`src/rtl/parity_pkg.sv`:
```
// Shared constants for the parity stream generator: parity mode encodings,
// frame FSM state encodings and the clog2 helper used to size frame_len.
package parity_pkg;

   localparam logic PAR_MODE_EVEN = 1'b0;
   localparam logic PAR_MODE_ODD  = 1'b1;

   localparam logic [0:0] ST_IDLE  = 1'b0;
   localparam logic [0:0] ST_ACCUM = 1'b1;

   // Ceiling log2; returns 0 for values <= 1.
   function automatic int f_clog2(input int value);
      int r;
      int v;
      r = 0;
      v = value - 1;
      while (v > 0) begin
         r = r + 1;
         v = v >> 1;
      end
      return r;
   endfunction

endpackage

```
`src/rtl/parity_calc.sv`:
```
// Combinational word parity: XOR reduction of data, inverted in odd mode so
// that ones(data) + par is odd in odd mode and even in even mode.
module parity_calc #(
   parameter int DATA_W = 8
) (
   input  logic [DATA_W-1:0] data,
   input  logic              mode_odd,
   output logic              par
);

   assign par = (^data) ^ mode_odd;

endmodule

```
`src/rtl/parity_stream_gen.sv`:
```
// Streaming parity generator: registers each accepted word with its parity
// bit and accumulates parity over a frame closed by in_last or by reaching
// FRAME_MAX beats. Optional input parity checking is built when the macro
// PARITY_GEN_CHECK_EN is defined (adds in_par, par_err, err_sticky).
module parity_stream_gen
   import parity_pkg::*;
#(
   parameter int DATA_W    = 8,
   parameter int FRAME_MAX = 16,
   parameter int CNT_W     = f_clog2(FRAME_MAX + 1)
) (
   input  logic              clk,
   input  logic              rst,
   input  logic              mode_odd,
   input  logic              in_valid,
   output logic              in_ready,
   input  logic [DATA_W-1:0] in_data,
   input  logic              in_last,
   output logic              out_valid,
   input  logic              out_ready,
   output logic [DATA_W-1:0] out_data,
   output logic              out_par,
   output logic              out_last,
   output logic              frame_valid,
   output logic              frame_par,
   output logic [CNT_W-1:0]  frame_len
`ifdef PARITY_GEN_CHECK_EN
   ,
   input  logic              in_par,
   output logic              par_err,
   output logic              err_sticky
`endif
);

   localparam logic [CNT_W-1:0] MAX_CNT = CNT_W'(FRAME_MAX);

   logic [0:0]        r_state;
   logic [CNT_W-1:0]  r_count;
   logic              r_acc;

   logic              r_out_valid_p1;
   logic [DATA_W-1:0] r_out_data_p1;
   logic              r_out_par_p1;
   logic              r_out_last_p1;
   logic              r_frame_valid_p1;
   logic              r_frame_par_p1;
   logic [CNT_W-1:0]  r_frame_len_p1;

   logic              w_in_ready;
   logic              w_accept;
   logic              w_par;
   logic              w_red;
   logic [CNT_W-1:0]  w_count_next;
   logic              w_acc_next;
   logic              w_close;

   parity_calc #(.DATA_W(DATA_W)) u_calc (
      .data     (in_data),
      .mode_odd (mode_odd),
      .par      (w_par)
   );

   // Handshake: no skid buffer, so the stage accepts whenever it is empty or draining.
   assign w_in_ready = !rst && (!r_out_valid_p1 || out_ready);
   assign w_accept   = in_valid && w_in_ready;

   // Next frame count / accumulator and the frame close decision for this beat.
   always_comb begin
      // Undo the mode inversion to recover the raw XOR reduction of the word.
      w_red = w_par ^ mode_odd;
      if (r_state == ST_IDLE) begin
         w_count_next = CNT_W'(1);
         w_acc_next   = w_red;
      end else begin
         w_count_next = r_count + CNT_W'(1);
         w_acc_next   = r_acc ^ w_red;
      end
      w_close = w_accept && (in_last || (w_count_next == MAX_CNT));
   end

   // Frame FSM: opens on the first accept, closes on in_last or FRAME_MAX beats.
   always_ff @(posedge clk) begin
      if (rst) begin
         r_state <= ST_IDLE;
         r_count <= '0;
         r_acc   <= 1'b0;
      end else if (w_accept) begin
         if (w_close) begin
            r_state <= ST_IDLE;
            r_count <= '0;
            r_acc   <= 1'b0;
         end else begin
            r_state <= ST_ACCUM;
            r_count <= w_count_next;
            r_acc   <= w_acc_next;
         end
      end
   end

   // ---- stage p1: registered word, parity and frame report ----
   // Output word register; holds under backpressure, drains on out_ready.
   always_ff @(posedge clk) begin
      if (rst) begin
         r_out_valid_p1 <= 1'b0;
         r_out_data_p1  <= '0;
         r_out_par_p1   <= 1'b0;
         r_out_last_p1  <= 1'b0;
      end else if (w_accept) begin
         r_out_valid_p1 <= 1'b1;
         r_out_data_p1  <= in_data;
         r_out_par_p1   <= w_par;
         r_out_last_p1  <= w_close;
      end else if (out_ready) begin
         r_out_valid_p1 <= 1'b0;
      end
   end

   // Frame report: single-cycle pulse on close; parity and length hold between pulses.
   always_ff @(posedge clk) begin
      if (rst) begin
         r_frame_valid_p1 <= 1'b0;
         r_frame_par_p1   <= 1'b0;
         r_frame_len_p1   <= '0;
      end else begin
         r_frame_valid_p1 <= w_close;
         if (w_close) begin
            r_frame_par_p1 <= w_acc_next ^ mode_odd;
            r_frame_len_p1 <= w_count_next;
         end
      end
   end

`ifdef PARITY_GEN_CHECK_EN
   logic r_par_err_p1;
   logic r_err_sticky;

   // Received-parity check, registered alongside the word; sticky flag until reset.
   always_ff @(posedge clk) begin
      if (rst) begin
         r_par_err_p1 <= 1'b0;
         r_err_sticky <= 1'b0;
      end else if (w_accept) begin
         r_par_err_p1 <= (in_par != w_par);
         r_err_sticky <= r_err_sticky | (in_par != w_par);
      end
   end

   assign par_err    = r_par_err_p1;
   assign err_sticky = r_err_sticky;
`endif

   assign in_ready    = w_in_ready;
   assign out_valid   = r_out_valid_p1;
   assign out_data    = r_out_data_p1;
   assign out_par     = r_out_par_p1;
   assign out_last    = r_out_last_p1;
   assign frame_valid = r_frame_valid_p1;
   assign frame_par   = r_frame_par_p1;
   assign frame_len   = r_frame_len_p1;

endmodule

```
`config.mk`:
```
export PLATFORM = sky130hd
export DESIGN_NAME = parity_stream_gen
export DESIGN_NICKNAME = d
export VERILOG_FILES = /design/src/rtl/parity_pkg.sv /design/src/rtl/parity_calc.sv /design/src/rtl/parity_stream_gen.sv
export SDC_FILE = /design/constraint.sdc
export NUM_CORES = 1
export LEC_CHECK = 0
export BUFFER_PORTS_ARGS = -buffer_cell sky130_fd_sc_hd__clkbuf_2
export CAP_MARGIN = 40
export CORE_MARGIN = 3
export CORE_UTILIZATION = 48
export CTS_BUF_LIST = sky130_fd_sc_hd__clkbuf_16
export DETAILED_ROUTE_END_ITERATION = 6
export HOLD_SLACK_MARGIN = 0.03
export PLACE_DENSITY = 0.75
export SLEW_MARGIN = 30
export SYNTH_ARGS = -nofsm -noshare
export SYNTH_HDL_FRONTEND = slang
export SYNTH_SLANG_ARGS = --single-unit
```
`constraint.sdc`:
```
create_clock -name clk -period 4.9 [get_ports clk]
set_clock_uncertainty 0.15 [all_clocks]
set_input_delay 0.735 -clock clk [delete_from_list [all_inputs] [get_ports clk]]
set_output_delay 0.735 -clock clk [all_outputs]
set_load 0.02 [all_outputs]
```
# Word-level counts from Yosys, hierarchy flattened

Index checks and enable logic that the tools add are counted.

Equal/unequal tests: 1
Add/sub/neg operators: 1
Bitwise gates (word level): 4
Reduce and logical (&&, ||, !) cells: 9
Multiplexer cells: 7

Operator list:

| cell                                        | count |
|---|---|
| 2-to-1 mux 5 bit                            | 2 |
| XOR reduction 8 bit                         | 1 |
| adder 5 x 1 -> 5 bit, second input constant | 1 |
| == test 5 bit, second input constant        | 1 |
| 2-to-1 mux 1 bit                            | 5 |
| XOR 1 bit                                   | 4 |
| logical AND 1 bit                           | 3 |
| logical NOT 1 bit                           | 2 |
| logical OR 1 bit                            | 2 |
| nonzero test 2 bit                          | 1 |

Word-level logic and storage cells: 32
Output and inout port bits: 19
Register bits: 25
Bits of input ports: 14

# Depth between registers and ports, before layout

Gate-level depths: netlist of run 1.

Word-level depth: 6
Mapped depth: 6
Gate-level depth less buffers: 6

# Cells and area by module

From an unflattened synthesis of run 1, not the netlist that was laid out.

Cells, all modules: 132
Area, all modules: 1127.3 sq um

Modules (own cells, without submodules):

| module            | instances | area an instance (sq um) | cells an instance | seq. area each (sq um) |
|---|---|---|---|---|
| parity_stream_gen | 1         | 1044.8                   | 125               | 500.5 |
| parity_calc       | 1         | 82.6                     | 7                 | 0.0 |

# Worst setup path after synthesis of run 1

Ideal clock, no wire load.

Path type: register to register
From: reg r_count[0]
To: reg r_acc
Setup time: 0.122 ns
Data required time: 4.628 ns
Buffers on the path: 0
Arrival: 1.840 ns
Setup slack: 2.788 ns
Clock period less this slack: 2.112 ns
Stages on the path, launching flop included: 7
Cell sequence: dfxtp_1 > ha_1 > xor2_1 > or3b_4 > o41ai_4 > nor4_1 > a311o_1

Longest elaborated chain between the ends: 6

Ends and longest elaborated chain:

| what                     | RTL line                | text |
|---|---|---|
| start: declaration       | parity_stream_gen.sv:38 | `logic [CNT_W-1:0] r_count;` |
| start signal: assignment | parity_stream_gen.sv:94 | `r_count <= w_count_next;` |
| adder 5 x 1 -> 5 bit     | parity_stream_gen.sv:75 | `w_count_next = r_count + CNT_W'(1);` |
| 2-to-1 mux 5 bit         | parity_stream_gen.sv:71 | `if (r_state == ST_IDLE) begin` |
| == test 5 bit            | parity_stream_gen.sv:78 | `w_close = w_accept && (in_last \|\| (w_count_next == MAX_CNT));` |
| logical OR 1 bit         | parity_stream_gen.sv:78 |  |
| logical AND 1 bit        | parity_stream_gen.sv:78 |  |
| 2-to-1 mux 1 bit         | parity_stream_gen.sv:88 | `if (w_close) begin` |
| end signal: assignment   | parity_stream_gen.sv:95 | `r_acc <= w_acc_next;` |
| end: declaration         | parity_stream_gen.sv:39 | `logic r_acc;` |

No other way between the ends.
A chain may end at the register's enable or synchronous reset.

# Final worst setup path of run 1

From: in rst
To: reg r_count[2]

Longest elaborated chain between the ends: 5

Ends and longest elaborated chain:

| what               | RTL line                | text |
|---|---|---|
| start: declaration | parity_stream_gen.sv:13 | `input logic rst,` |
| logical NOT 1 bit  | parity_stream_gen.sv:64 | `assign w_in_ready = !rst && (!r_out_valid_p1 \|\| out_ready);` |
| logical AND 1 bit  | parity_stream_gen.sv:64 |  |
| logical AND 1 bit  | parity_stream_gen.sv:65 | `assign w_accept = in_valid && w_in_ready;` |
| logical AND 1 bit  | parity_stream_gen.sv:78 |  |
| 2-to-1 mux 5 bit   | parity_stream_gen.sv:88 |  |

Several ways; a longest one is shown, not always the timed one.

==> results of run 1 <==
==> layer usage <==
| layer | share of wire | routed length, µm |
|---|---|---|
| met2 | 0.48 | 1170 |
| met1 | 0.44 | 1060 |
| met5 | 0 | 0 |
| met4 | 0.010 | 25 |
| met3 | 0.066 | 160 |
==> final timing paths <==
path	slack, ps	cells past startpoint	endpoint
max	2140	6	r_count[2]
min	300	1	out_last
max reg2reg	2540	6	r_acc
min reg2reg	300	1	out_last
==> per-stage QoR <==
| stage | power, W | hold WS, ps | cells |
|---|---|---|---|
| after global placement | 0.000302 | 286 | 186 |
| after detailed placement | 0.000304 | 295 | 186 |
| after CTS | 0.000480 | 309 | 190 |
| final | 0.000475 | 304 | 191 |
| after floorplan | 0.000280 | 298 | 133 |
| after global routing | 0.000500 | 337 | 191 |
==> cell usage after synthesis (3+ instances only) <==
library cell	number	share of area
xor2_1	3	0.023
nand4_1	3	0.016
nor2_1	8	0.026
xnor2_1	7	0.053
dfxtp_1	25	0.43
a21oi_1	8	0.035
nand3_1	17	0.074
inv_1	3	0.0098
nand2_1	22	0.072
clkbuf_1	5	0.016
o21ai_0	6	0.026
==> layout make-up <==
| type | instances | share of cell area |
|---|---|---|
| well taps | 28 | 0.0248 |
| inverters | 3 | 0.00797 |
| multi-input cells | 98 | 0.436 |
| flip-flops and latches | 25 | 0.354 |
| clock inverters | 1 | 0.00266 |
| repair buffers | 33 | 0.121 |
| clock buffers | 3 | 0.0531 |
==> kinds of logic after synthesis <==
group                    count (synthesis)  share of synthesized area
buffers and inverters                   10                     0.0336
adder cells (fa/ha/maj)                  1                     0.0108
AND/OR/NAND/NOR                         62                      0.268
XOR/XNOR                                12                      0.111
AO/OA/AOI/OAI                           23                      0.144
flip-flops                              25                      0.433
==> flip-flops by register name, summed over array words and instances (netlist names) <==
| register | cells |
|---|---|
| frame_valid | 1 |
| r_count | 5 |
| out_par | 1 |
| out_last | 1 |
| frame_len | 5 |
| frame_par | 1 |
| r_acc | 1 |
| out_valid | 1 |
| r_state | 1 |
| out_data | 8 |
==> cells in the final DEF, fill, tap and decap left out <==
cell       synthesis  final
xor2_1             3      3
nor2_4             1      1
a31oi_1            1      1
xor3_1             1      1
a211oi_1           1      1
o21ai_0            6      6
a21oi_2            1      1
nand2b_1           1      1
or3b_4             1      1
nand2_1           22     22
nand3_1           17     17
a311o_1            1      1
clkbuf_2           0     32
nand4_1            3      3
a21oi_1            8      8
ha_1               1      1
a21o_1             1      1
xnor2_2            1      1
o41ai_4            1      1
clkbuf_16          0      3
and3_1             2      2
and2_1             2      2
o41a_2             1      1
nor4_1             2      2
a311oi_1           1      1
nor2b_1            1      1
xnor2_1            7      7
dfxtp_1           25     25
inv_1              3      4
a22oi_1            1      1
or4b_1             2      2
nor2_1             8      8
buf_6              0      1
==> power by group through the flow <==
| stage | clock network (W) | registers, W | logic [W] |
|---|---|---|---|
| CTS | 0.000180 | 0.000222 | 0.0000782 |
| finish | 0.000175 | 0.000221 | 0.0000785 |
| global placement | 0 | 0.000226 | 0.0000766 |
| global route | 0.000190 | 0.000223 | 0.0000870 |
| floorplan | 0 | 0.000235 | 0.0000453 |
| detailed placement | 0 | 0.000226 | 0.0000780 |
==> impl_metrics.csv, run 1 <==
group,metric,value,unit
status,status,"finished clean",
power,p_int,0.000355,W
drt,routedWlPerCell,12.6,µm
cells_and_area,regArea,500,µm²
global_routing,grt_use_total,0.189,
setup_path,cp_max_fo,19,
cells_and_area,num-fill-cells,208,
setup_path,worstSetupPathType,"input pin to flip-flop",
cts,clk_path_buf_depth,2,
global_routing,grt_pass1_vias,993,
global_routing,grt_pass1_wl,4110,µm
cells_and_area,multiInputGateArea,616,µm²
global_routing,overflow,0,
logic_synthesis,ys_async_sr_fraction,0,
placement,pre_cts_slack,1900,ps
floorplan,die_y,55.1,µm
cells_and_area,nNetsFinal,179,
global_routing,grt_use_met2,0.317,
logic_synthesis,syn_inst,133,
cells_and_area,final_area,0.00141,mm²
setup_path,path_buf_inv,2,
power,p_leak,0.628,nW
placement,dpl_cell_area,0.00132,mm²
cells_and_area,utilization,0.627,
floorplan,io_pins,33,
logic_synthesis,synth_area,0.00115,mm²
setup_path,arrival,2790,ps
power,clockPowerShare,0.369,
logic_synthesis,synth-seq-area-share,0.433,
cts,clk_pin_slew,60,ps
timing,finalSetupViolCount,0,
drt,routed_wl,2410,µm
setup_path,crit_required,4930,ps
drt,initialDrtViolationCount,33,
setup_path,slowest_delay,630,ps
floorplan,placementRows,17,
floorplan,start_util,0.512,
setup_path,cp_top_family,"simple AND/OR/NAND/NOR gates",
global_routing,busiest_layer,"met2",
logic_synthesis,avgSynthCellArea,8.68,µm²
cts,numCtsBuffers,3,
cts,cts_max_level,1,
power,comb_power_share,0.165,
timing,period_minus_slack,2760,ps
logic_synthesis,ys_types,33,
cts,clock_sinks,25,
placement,place_congestion,0.831,
timing,max_freq,0.363,GHz
setup_path,start_kind,"input pin",
logic_synthesis,synthFlopType,"dfxtp_1",
power,power.switching,0.000120,W
global_routing,use_met1,0.226,
cts,cts_resized,0,
drt,vias,1032,
cts,cts_setup_buffers,0,
cts,clkLatencyLatePin,250,ps
timing,fin_ws,2140,ps
min_path,hold_class,"flip-flop to flip-flop",
timing,slew_headroom,0.580,
timing,worst_slew_pin_slew,630,ps
setup_path,end_kind,"flip-flop",
global_routing,antenna_found_initial,0,
power,switching_share,0.253,
timing,maxSlewViolCount,0,
cts,hold_buffers,0,
global_routing,grtUsageMet3,0.0563,
drt,drtPass1Iterations,4,
cts,cts_tree,"done",
power,seq_power_share,0.466,
floorplan,dieArea,0.00303,mm²
logic_synthesis,synth_fp_nets,148,
setup_path,path_cells,"clkbuf_2 > inv_1 > and3_1 > nand3_1 > or4b_1 > a31oi_1",
logic_synthesis,ys_warn_count,0,
placement,portBuffers,32,
drt,drtAntennaViolNets,0,
timing,finalCritPeriodShare,0.563,
floorplan,dieWidth,55.1,µm
setup_path,cp_slowest_cell,"and3_1",
min_path,hold_start,"out_last",
logic_synthesis,ys_seq_elements,25,
setup_path,startpoint,"rst",
power,power.density,336,mW/mm²
logic_synthesis,synth_edf_count,0,
timing,hold_viol,0,
power,ir_drop,0.230,mV
floorplan,coreArea,0.00225,mm²
drt,drc,0,
placement,post-dp-hpwl,1830,µm
timing,fin_setup_tns,0,ps
cells_and_area,drive_gt1_frac,0.258,
cells_and_area,syn2layout_area_growth,22.3,%
global_routing,grt_max_degree,25,
cells_and_area,diodes,0,
run,maxCapViolCount,0,
drt,drt-vias-per-instance,5.40,
timing,rsz0062_at_grt,"no",
cts,root_buffer,"clkbuf_16",
setup_path,crit-reg2reg-launch,"r_count[0]",
No activity file was read; power rests on OpenSTA's default activity.
==> inputs of run 2 (changes only) <==
ABC_AREA = 1   (was default)
CORE_UTILIZATION = 46   (was 48)
PLACE_DENSITY = 0.74   (was 0.75)
clock period = 2.4 ns   (was 4.9 ns; I/O delays follow)
==> impl_metrics.csv, run 2 <==
group,metric,value,unit
status,status,"finished clean",
timing,finalSetupViolCount,0,
timing,max_freq,0.545,GHz
logic_synthesis,ys_top_cells_by_count,"nand2_1 (63), dfxtp_1 (25), inv_1 (21)",
logic_synthesis,ys_seq_elements,25,
floorplan,io_pins,33,
drt,drt-vias-per-instance,5.01,
cells_and_area,syn2layout_area_growth,21.1,%
min_path,hold_class,"input pin to flip-flop",
drt,drtPass1Iterations,4,
logic_synthesis,ys_async_sr_fraction,0,
timing,holdWs,212,ps
global_routing,grt_pass1_vias,1147,
cts,hold_buffers,0,
logic_synthesis,synth-seq-area-share,0.403,
logic_synthesis,synth_area,0.00124,mm²
power,ir_drop,0.469,mV
cells_and_area,largest_reg_flops,8,
floorplan,dieWidth,58.0,µm
setup_path,end_kind,"flip-flop",
placement,post-dp-hpwl,2220,µm
cells_and_area,final_common_cell,"nand2_1",
setup_path,worstSetupPathType,"flip-flop to flip-flop",
logic_synthesis,synth_top_area_share,0.403,
floorplan,start_util,0.493,
cells_and_area,fin_cells,245,
placement,place_inst,241,
logic_synthesis,synth_edf_count,0,
global_routing,grt_use_total,0.179,
setup_path,arrival,1830,ps
cts,clock_sinks,25,
logic_synthesis,syn_inst,183,
cts,cts_setup_buffers,0,
cts,cts_resized,0,
timing,period_minus_slack,1840,ps
timing,worst_slew_pin_slew,457,ps
cells_and_area,drive_gt1_frac,0.228,
power,power.density,635,mW/mm²
logic_synthesis,synth-compound-area-share,0.103,
run,maxCapViolCount,0,
cells_and_area,layout.cells.most_common_list,"nand2_1 (63), clkbuf_2 (32), dfxtp_1 (25)",
logic_synthesis,ys_warn_count,0,
logic_synthesis,synth_mux_area_frac,0,
cts,numCtsBuffers,3,
timing,slew_headroom,0.695,
logic_synthesis,synth_top_family_by_area,"simple AND/OR/NAND/NOR gates",
timing,hold_viol,0,
global_routing,overflow,0,
placement,place_congestion,0.763,
cts,root_buffer,"clkbuf_16",
power,p_leak,0.774,nW
timing,fin_setup_tns,0,ps
cts,clk_pin_slew,60,ps
cells_and_area,diodes,0,
setup_path,crit_required,2400,ps
logic_synthesis,synth_fp_nets,198,
timing,rsz0062_at_grt,"no",
cts,clkLatencyLatePin,250,ps
timing,maxSlewViolCount,0,
cts,cts_max_level,1,
drt,vias,1227,
logic_synthesis,synthTopCellsByArea,"dfxtp_1 (40%), nand2_1 (19%), nand3_1 (6.4%)",
floorplan,dieArea,0.00336,mm²
timing,finalCritPeriodShare,0.765,
cts,cts_tree,"done",
logic_synthesis,avgSynthCellArea,6.79,µm²
global_routing,grt_max_degree,16,
global_routing,grt_pass1_wl,4750,µm
placement,portBuffers,32,
drt,routedWlPerCell,11.5,µm
global_routing,antenna_found_initial,0,
setup_path,cp_max_fo,8,
logic_synthesis,ys_types,20,
drt,drtAntennaViolNets,0,
drt,routed_wl,2820,µm
floorplan,coreArea,0.00252,mm²
logic_synthesis,synth_fa_ha_area_frac,0.0101,
logic_synthesis,synth_xor_area_frac,0,
drt,drc,0,
floorplan,placementRows,18,
logic_synthesis,synthFlopType,"dfxtp_1",
logic_synthesis,synthSimpleGateAreaFrac,0.391,
drt,initialDrtViolationCount,25,
floorplan,die_y,58.0,µm
cells_and_area,nNetsFinal,231,
setup_path,start_kind,"flip-flop",
cts,clk_path_buf_depth,2,
logic_synthesis,synth_most_common_cell,"nand2_1",
logic_synthesis,yosys.area.top_type,"dfxtp_1",
==> run 2: path summary, 6_finish.rpt <==
path | startpoint | to | slack (ps) | cells past startpoint
setup / recovery | r_count[0] | frame_len[4] | 560 | 9
hold / removal | in_valid | out_valid | 210 | 3
setup reg to reg | r_count[0] | frame_len[4] | 560 | 9
hold reg to reg | r_acc | r_acc | 320 | 2
==> run 2: worst max-delay path, cell delays in order, from the launching register on <==
cell	delay [ps]
dfxtp_1	420
ha_1	270
nand2_1	100
nand3_1	80
nor2_1	160
nand3_2	110
nand2_4	120
nand2_8	90
o21ai_1	170
nor2_1	50
==> run 2: kinds of logic (layout without fill, tap and decap cells) <==
logic type,Yosys count,in the layout
AOI/OAI and AO/OA,24,24
and+or+nand+nor,106,106
DFF,25,25
adders and majority gates,1,1
buffers and inverters,27,59
==> run 2: area by class of cell <==
cell class | instances | area, µm²
fillers | 242 | 1020
multi-input cells | 131 | 626
flip-flops and latches | 25 | 500
repair buffers | 33 | 168
inverters | 22 | 95.1
clock buffers | 3 | 75.1
well taps | 30 | 37.5
clock inverters | 1 | 3.75
==> run 2: power breakdown <==
group	total (W)	leakage (nW)	internal, W	switching, W
logic	0.000150	0.527	0.0000503	0.000100
registers	0.000450	0.205	0.000436	0.0000136
clock network	0.000355	0.0423	0.000222	0.000133
total	0.000956	0.774	0.000709	0.000247
==> run 2: metrics by stage <==
step	cell area [µm²]	util	power (W)	worst slack [ps]
after floorplan	1240	-	0.000560	597
after global placement	1430	0.565	0.000603	620
after detailed placement	1430	0.565	0.000610	565
after CTS	1510	0.597	0.000961	567
after global routing	1510	0.597	0.000992	402
final	1510	0.597	0.000956	564
==> run 2: layer usage <==
| metal | part of all wire | track usage |
|---|---|---|
| met4 | 0.016 | 0.0795 |
| met1 | 0.41 | 0.186 |
| met3 | 0.039 | 0.0356 |
| met5 | 0 | 0 |
| met2 | 0.54 | 0.340 |
==> inputs of run 3 (changes only) <==
ABC_AREA = 0   (was 1)
CORE_UTILIZATION = 45   (was 46)
PLACE_DENSITY = 0.73   (was 0.74)
clock period = 1.49 ns   (was 2.4 ns; I/O delays follow)
==> impl_metrics.csv, run 3 (same netlist as run 1, synthesis figures left out) <==
group,metric,value,unit
setup_path,crit_required,1480,ps
floorplan,die_y,56.7,µm
floorplan,coreArea,0.00232,mm²
timing,finalCritPeriodShare,1.39,
timing,period_minus_slack,2070,ps
cells_and_area,largest_reg_flops,8,
global_routing,antenna_found_initial,0,
timing,hold_viol,0,
global_routing,grt_pass1_wl,5170,µm
cells_and_area,diodes,0,
timing,finalSetupViolCount,14,
setup_path,cp_slowest_cell,"o41a_4",
cells_and_area,num-fill-cells,167,
floorplan,dieWidth,56.7,µm
setup_path,worstSetupPathType,"flip-flop to flip-flop",
cells_and_area,layout.cells.most_common_list,"clkbuf_2 (31), nand2_1 (22), dfxtp_1 (21), buf_4 (21), nand3_1 (14)",
drt,drtAntennaViolNets,0,
setup_path,path_cells,"ha_4 > xor2_1 > or3b_4 > o41a_4 > nor2_4 > a311oi_1",
cts,cts_max_level,1,
cells_and_area,utilization,0.751,
run,maxCapViolCount,0,
cts,clock_sinks,25,
global_routing,grt_max_degree,19,
setup_path,slowest_delay,450,ps
global_routing,overflow,0,
drt,initialDrtViolationCount,22,
cts,numCtsBuffers,3,
global_routing,busiest_layer,"met2",
placement,portBuffers,32,
placement,post-dp-hpwl,2270,µm
drt,routed_wl,3110,µm
cts,root_buffer,"clkbuf_16",
drt,routedWlPerCell,14.5,µm
global_routing,grt_use_total,0.201,
status,status,"finished, violations left",
setup_path,arrival,2060,ps
timing,max_freq,0.484,GHz
timing,maxSlewViolCount,0,
cells_and_area,nNetsFinal,202,
global_routing,grt_use_met2,0.391,
min_path,hold_class,"input pin to flip-flop",
cts,clkLatencyLatePin,250,ps
floorplan,placementRows,17,
timing,fin_ws,-577,ps
setup_path,start_kind,"flip-flop",
floorplan,start_util,0.498,
timing,worst_slew_pin_slew,317,ps
setup_path,end_kind,"flip-flop",
global_routing,use_met1,0.216,
cts,clk_path_buf_depth,2,
power,ir_drop,0.781,mV
cells_and_area,syn2layout_area_growth,50.7,%
cells_and_area,drive_gt1_frac,0.441,
power,power.density,962,mW/mm²
cts,clk_pin_slew,60,ps
power,p_leak,0.770,nW
drt,vias,1146,
setup_path,cp_max_fo,8,
global_routing,grt_pass1_vias,1190,
placement,dpl_cell_area,0.00157,mm²
timing,fin_setup_tns,-7160,ps
timing,rsz0062_at_grt,"yes",
floorplan,io_pins,33,
drt,drtPass1Iterations,4,
global_routing,grtUsageMet3,0.0414,
cells_and_area,final_area,0.00174,mm²
status,violations,"negative setup slack",
floorplan,dieArea,0.00321,mm²
timing,slew_headroom,0.788,
cts,cts_tree,"done",
drt,drt-vias-per-instance,5.36,
drt,drc,0,
placement,place_congestion,0.813,
cells_and_area,final_common_cell,"clkbuf_2",
-- run 3: cell count changes in the layout (fill, tap and decap cells not counted), moves of 7 or more --
cell,delta
buf_4,+20
inv_1,-19
nand2_1,-41
nor2_1,-8
o21ai_0,-9
xnor2_1,+7
-- run 3: per-stage QoR --
step	setup WS [ps]	instances	power (W)	hold slack [ps]
finish	-577	214	0.00167	30.8
global route	-627	214	0.00173	36.7
CTS	-556	214	0.00167	34.7
detailed placement	-571	209	0.00108	292
global placement	-504	209	0.00107	286
floorplan	-549	133	0.000927	143
-- run 3: cell type report --
type	count	area, µm²	share of cell area
multi-input cells	98	722	0.415
flip-flops and latches	25	508	0.292
repair buffers	56	384	0.221
clock buffers	3	75.1	0.0431
well taps	28	35.0	0.0201
inverters	3	11.3	0.00647
clock inverters	1	5.00	0.00288
-- run 3: critical path: cells and delay by family (launching register included) --
| family | cells | cell delay (ps) |
|---|---|---|
| and+or+nand+nor | 2 | 580 |
| adders and majority gates | 1 | 160 |
| xor gates and xnor gates | 1 | 150 |
| AOI/OAI and AO/OA | 2 | 550 |
| DFF | 1 | 360 |
-- run 3: power breakdown --
part | switching, W | internal, W | total [W]
Sequential | 0.0000209 | 0.000704 | 0.000725
Clock | 0.000230 | 0.000361 | 0.000591
Combinational | 0.000193 | 0.000166 | 0.000359
Total | 0.000444 | 0.00123 | 0.00167
-- run 3: final timing paths --
path                    from      endpoint  slack, ps  cells after the start
hold / removal    in_data[4]   out_data[4]         30                      3
setup / recovery  r_count[0]  frame_len[0]       -580                      6
hold reg to reg     out_last      out_last        310                      1
setup reg to reg  r_count[0]  frame_len[0]       -580                      6
-- run 3: routing by layer --
metal / share of wire / routed length, µm
met5: 0 / 0
met4: 0.012 / 36
met3: 0.041 / 127
met2: 0.54 / 1680
met1: 0.41 / 1270
-- run 3: timing repair --
item                       4_1_cts  5_1_grt
pin swaps                        7        8
setup buffers                    1        0
gates resized for setup         12        9
setup endpoints to repair       15       16
hold buffers                     0        0
